==> src/rtl/hazard_dest_tracker_pkg.sv <==
// Shared definitions for the destination-register tracker: default widths,
// the slot record layout and the bubble value.
package hazard_dest_tracker_pkg;

    localparam int DEF_REG_ADDR_W = 5;
    localparam int DEF_CNT_W      = 16;

    // Slot record layout, MSB to LSB: {rd, rw, memRead}.
    localparam int SLOT_MR_BIT = 0;
    localparam int SLOT_RW_BIT = 1;
    localparam int SLOT_RD_LSB = 2;

    // Widest slot any instance may use; bounds the BUBBLE constant.
    localparam int SLOT_MAX_W = 32;

    // A bubble is the all-zero record: rd=x0, no write, not a load.
    localparam logic [SLOT_MAX_W-1:0] BUBBLE = '0;

    // Width of a full {rd, rw, memRead} record for a given register index width.
    function automatic int slot_w(input int reg_addr_w);
        return reg_addr_w + 2;
    endfunction

endpackage

==> src/rtl/hazard_dest_tracker_dest_stage_reg.sv <==
// One pipeline slot register: async reset to bubble, hold while frozen,
// otherwise load either the incoming record or a bubble.
module dest_stage_reg
    import hazard_dest_tracker_pkg::*;
#(
    parameter int W = 7
) (
    input  logic         clk,
    input  logic         rst,
    input  logic         hold,
    input  logic         bubble,
    input  logic [W-1:0] d,
    output logic [W-1:0] q
);

    // Slot state: reset and bubble both load the all-zero record; hold wins over bubble.
    always_ff @(posedge clk or posedge rst) begin
        if (rst) begin
            q <= BUBBLE[W-1:0];
        end else if (!hold) begin
            if (bubble) begin
                q <= BUBBLE[W-1:0];
            end else begin
                q <= d;
            end
        end
    end

endmodule

==> src/rtl/hazard_dest_tracker.sv <==
// Producer side of the forwarding interface: tracks rd/rw of the EX, MEM and
// WB instructions, detects load-use hazards against EX, and drives the
// stall/flush controls for IF/ID and ID/EX.
module hazard_dest_tracker
    import hazard_dest_tracker_pkg::*;
#(
    parameter int REG_ADDR_W = DEF_REG_ADDR_W,
    parameter int CNT_W      = DEF_CNT_W
) (
    input  logic                  clk,
    input  logic                  rst,
    input  logic                  idValid,
    input  logic [REG_ADDR_W-1:0] idRd,
    input  logic                  idRw,
    input  logic                  idMemRead,
    input  logic [REG_ADDR_W-1:0] idRs1,
    input  logic [REG_ADDR_W-1:0] idRs2,
    input  logic                  idUsesRs1,
    input  logic                  idUsesRs2,
    input  logic                  branchTaken,
    input  logic                  memStall,
    output logic [REG_ADDR_W-1:0] idExRd,
    output logic                  idExRw,
    output logic [REG_ADDR_W-1:0] exMemRd,
    output logic                  exMemRw,
    output logic [REG_ADDR_W-1:0] memWBRd,
    output logic                  memWBRw,
    output logic                  stallIfId,
    output logic                  flushIfId,
    output logic                  flushIdEx,
    output logic [CNT_W-1:0]      bubbleCount
);

    // EX keeps the full record. Only EX is checked for load-use, so the load
    // flag is dropped once the instruction leaves EX: MEM and WB carry {rd, rw}.
    localparam int EX_W  = slot_w(REG_ADDR_W);
    localparam int TRK_W = REG_ADDR_W + 1;

    logic [EX_W-1:0]       ex_d;
    logic [EX_W-1:0]       ex_q;
    logic [TRK_W-1:0]      mem_q;
    logic [TRK_W-1:0]      wb_q;
    logic [REG_ADDR_W-1:0] ex_rd;
    logic                  ex_rw;
    logic                  ex_mr;
    logic                  rs1_hit;
    logic                  rs2_hit;
    logic                  load_use;
    logic                  hz;
    logic                  ex_bubble;
    logic [CNT_W-1:0]      bubble_cnt;

    assign ex_rd = ex_q[EX_W-1:SLOT_RD_LSB];
    assign ex_rw = ex_q[SLOT_RW_BIT];
    assign ex_mr = ex_q[SLOT_MR_BIT];

    // Hazard detection against the EX slot; a taken branch kills the ID
    // instruction so it never needs to stall.
    always_comb begin
        rs1_hit   = idUsesRs1 && (idRs1 == ex_rd);
        rs2_hit   = idUsesRs2 && (idRs2 == ex_rd);
        load_use  = idValid && ex_rw && ex_mr && (ex_rd != '0) && (rs1_hit || rs2_hit);
        hz        = load_use && !branchTaken;
        ex_bubble = hz || branchTaken || !idValid;
        // An x0 destination is never tracked as a write.
        ex_d      = {idRd, idRw && (idRd != '0), idMemRead};
    end

    // Stall/flush controls; all forced low while reset is asserted so no
    // pulse leaks out during or right after reset.
    always_comb begin
        stallIfId = !rst && (hz || memStall);
        flushIfId = !rst && branchTaken && !memStall;
        flushIdEx = !rst && (hz || branchTaken) && !memStall;
    end

    dest_stage_reg #(.W(EX_W)) u_ex (
        .clk    (clk),
        .rst    (rst),
        .hold   (memStall),
        .bubble (ex_bubble),
        .d      (ex_d),
        .q      (ex_q)
    );

    dest_stage_reg #(.W(TRK_W)) u_mem (
        .clk    (clk),
        .rst    (rst),
        .hold   (memStall),
        .bubble (1'b0),
        .d      (ex_q[EX_W-1:SLOT_RW_BIT]),
        .q      (mem_q)
    );

    dest_stage_reg #(.W(TRK_W)) u_wb (
        .clk    (clk),
        .rst    (rst),
        .hold   (memStall),
        .bubble (1'b0),
        .d      (mem_q),
        .q      (wb_q)
    );

    // Saturating count of load-use bubbles; frozen during a memory stall.
    always_ff @(posedge clk or posedge rst) begin
        if (rst) begin
            bubble_cnt <= '0;
        end else if (!memStall && hz && (bubble_cnt != '1)) begin
            bubble_cnt <= bubble_cnt + CNT_W'(1);
        end
    end

    assign idExRd      = ex_rd;
    assign idExRw      = ex_rw;
    assign exMemRd     = mem_q[TRK_W-1:1];
    assign exMemRw     = mem_q[0];
    assign memWBRd     = wb_q[TRK_W-1:1];
    assign memWBRw     = wb_q[0];
    assign bubbleCount = bubble_cnt;

endmodule

==> config.mk <==
export PLATFORM = sky130hd
export DESIGN_NAME = hazard_dest_tracker
export DESIGN_NICKNAME = d
export VERILOG_FILES = /design/src/rtl/hazard_dest_tracker_pkg.sv /design/src/rtl/hazard_dest_tracker_dest_stage_reg.sv /design/src/rtl/hazard_dest_tracker.sv
export SDC_FILE = /design/constraint.sdc
export NUM_CORES = 1
export LEC_CHECK = 0
export ABC_AREA = 1
export BUFFER_PORTS_ARGS = -buffer_cell sky130_fd_sc_hd__buf_2
export CAP_MARGIN = 20
export CORE_MARGIN = 8
export CORE_UTILIZATION = 55
export DETAILED_ROUTE_END_ITERATION = 12
export PLACE_DENSITY = 0.84
export SYNTH_ARGS = -nofsm -noshare
export SYNTH_HDL_FRONTEND = slang
export SYNTH_SLANG_ARGS = --single-unit
==> constraint.sdc <==
create_clock -name clk -period 2.8 [get_ports clk]
set_clock_uncertainty 0.2 [all_clocks]
set_input_delay 0 -clock clk [delete_from_list [all_inputs] [get_ports clk]]
set_output_delay 0 -clock clk [all_outputs]
set_load 0.005 [all_outputs]
==> flow_summary.ini <==
[run_status]
status = finished clean

[pwr]
p_int_uw = 814
vdd_ir_drop_max_mv = 0.260
switchingPower_uw = 272
seq_power_share_pct = 49.7
powerDensity_mw_per_mm2 = 402
comb_power_share_pct = 13.1
p_leak_nw = 1.58
p_clk_share_pct = 37.1
swShare_pct = 25.0

[sta]
worst_pin_slew_ns = 0.442
fin_crit_sh_pct = 91.8
finalCriticalPeriod_ns = 2.57
setup_ws_ns = 0.231
grt_setup_unrepaired = no
finalSetupTns_ns = 0
max_freq_mhz = 389
max_slew_margin_pct = 70.4
setup_viol = 0
hold_viol_final = 0
slew_violations = 0

[clocking]
worstSkewPairLatency_ns = 0.29
cts_root_buf = clkbuf_8
cts_buffer_depth = 2
cts_buffers = 5
htree_num_levels = 2
clk_pin_slew_worst_paths_ns = 0.07
cts_tree = yes
cts_sinks = 35

[route]
vias_per_cell = 5.08
finalWirelength_um = 5330
wire_per_inst_um = 13.0
drt_iter0_drc = 160
antenna_left = 0
drt_drc_violations_left = 0
vias = 2088
drtPass1Iterations = 4

[floorplanning]
rows = 22
dieHeight_um = 78.3
core_mm2 = 0.00369
pin_count = 61
start_util_pct = 57.9
die_area_mm2 = 0.00614
die_x_um = 78.3

[critical_path]
required_ns = 2.77
cp.arrival_ns = 2.54
endpoint_kind = flop
start_kind = primary input
worstSetupPathType = in2reg
crit_fanout = 24

[layout]
drive_gt1_share_pct = 25.1
insertedDiodeCount = 0
area_delta_synth_final_pct = 26.4
layout.cells.non_filler = 411
postLayoutCellArea_mm2 = 0.00270
nNetsFinal = 387

[synth]
ys_seq_area_share_pct = 41.0
yosys.area.top_type = dfrtp_1
synth_top_area_share_pct = 41.0
yosys_warnings = 0
syn_area_per_cell_um2 = 7.42
yosysMostFrequentCell = nand2_1
postSynth.asyncResetShare_pct = 100
yosysUniqueCellTypes = 29
netlist_top_cells_count = nand2_1 (95), inv_1 (47), dfrtp_1 (35)
synth_ff_type = dfrtp_1
syn_inst = 288
ys_seq_elements = 35
ys_top_cells_by_area = dfrtp_1 (41%), nand2_1 (17%), inv_1 (8.3%)
syn-cell-area_mm2 = 0.00214
synth_edf_count = 0
synth_fp_nets = 313

[placement]
hpwl_um = 3800
io_buffers = 60
gp_congestion = 0.857
placed_area_mm2 = 0.00242
post-place-ws_ns = 0.775
placed_cells = 385

[grt]
grt-ovfl-total = 0
grt_first_pass_wirelength_um = 9220
grt_max_degree = 27
grt_pass1_vias = 2100
grtUsageTotal_pct = 18.0
antenna_found_initial = 0

[run]
cap_violations = 0

[worst_hold_path]
min_path_type = in2reg
==> sequential cells by signal, summed over array words and instances (netlist names) <==
register / count
bubbleCount: 16
u_ex.q: 7
u_mem.q: 6
u_wb.q: 6
==> path summary, 6_finish.rpt <==
check	startpoint	to	slack, ns	depth (start not counted)
min in group asynchronous	rst	bubbleCount[8]	0.09	3
max in group asynchronous	rst	u_wb.q[0]	1.63	4
min	branchTaken	bubbleCount[7]	0.07	6
max	memStall	u_ex.q[1]	0.23	7
max reg2reg	u_ex.q[6]	u_ex.q[6]	0.57	10
min reg2reg	u_wb.q[2]	u_wb.q[2]	0.27	2
==> cells in the final DEF (no fill, tap or decap), types with 2 or more instances in the layout <==
cell           count
inv_1             46
nor3_1             2
xor2_1             3
nand2_1           95
nor2_1            17
dlygate4sd3_1     17
o22ai_1            6
o21ai_0            6
inv_2              7
o21bai_1          17
nand4_1            4
clkbuf_8           7
nand3_1           19
nand3_2            6
dfrtp_1           35
buf_2             59
==> critical path, cell delays in order <==
cell and delay (ns):
dlygate4sd3_1 0.52, clkbuf_4 0.32, clkinvlp_4 0.29, o211ai_1 0.17
dlygate4sd3_1 0.59, o22ai_1 0.07, dlygate4sd3_1 0.56
==> logic make-up after synthesis <==
kind of cell / count (synthesis) / synth area share, %
fa+ha+maj: 1 / 0.585
flops: 35 / 41.0
compound gates: 32 / 9.95
buf+inv: 66 / 13.5
xor+xnor: 3 / 1.23
simple gates: 151 / 33.8
==> power by group through the flow <==
stage | clock, mW | sequential, mW | combinational, mW
finish | 0.403 | 0.540 | 0.143
global route | 0.432 | 0.543 | 0.161
CTS | 0.407 | 0.540 | 0.140
detailed placement | 0 | 0.549 | 0.120
global placement | 0 | 0.548 | 0.117
floorplan | 0 | 0.549 | 0.0696
==> layout make-up <==
cell class              count  area [µm²]
well taps                  48        60.1
clock buffers               8         100
inverters                  54         206
repair inverters            1        5.00
fillers                   284         987
repair buffers             78         480
multi-input cells         187         973
flip-flops and latches     35         876
==> what timing repair did <==
| action | in CTS | in global routing |
|---|---|---|
| gates resized for setup | 0 | 2 |
| setup endpoints to repair | 0 | 1 |
| buffers inserted | 0 | 0 |
| hold buffers | 17 | 0 |
| endpoints found under the hold margin | 53 | 0 |
==> layer usage <==
metal	vias to the layer above	wire [µm]	track usage [%]
met5	-	0	0
li1	1040	-	-
met3	2	354	4.33
met2	64	2690	30.4
met4	0	38	7.04
met1	982	2250	21.7
==> through the flow <==
step	power (mW)	hold WS, ns	utilization, %
2_1_floorplan	0.618	-0.172	-
3_3_place_gp	0.666	-0.174	65.6
3_5_place_dp	0.670	-0.163	65.6
4_1_cts	1.09	0.0538	72.9
5_1_grt	1.14	0.101	73.2
6_report	1.09	0.0738	73.2
No activity file was read; power rests on OpenSTA's default activity.
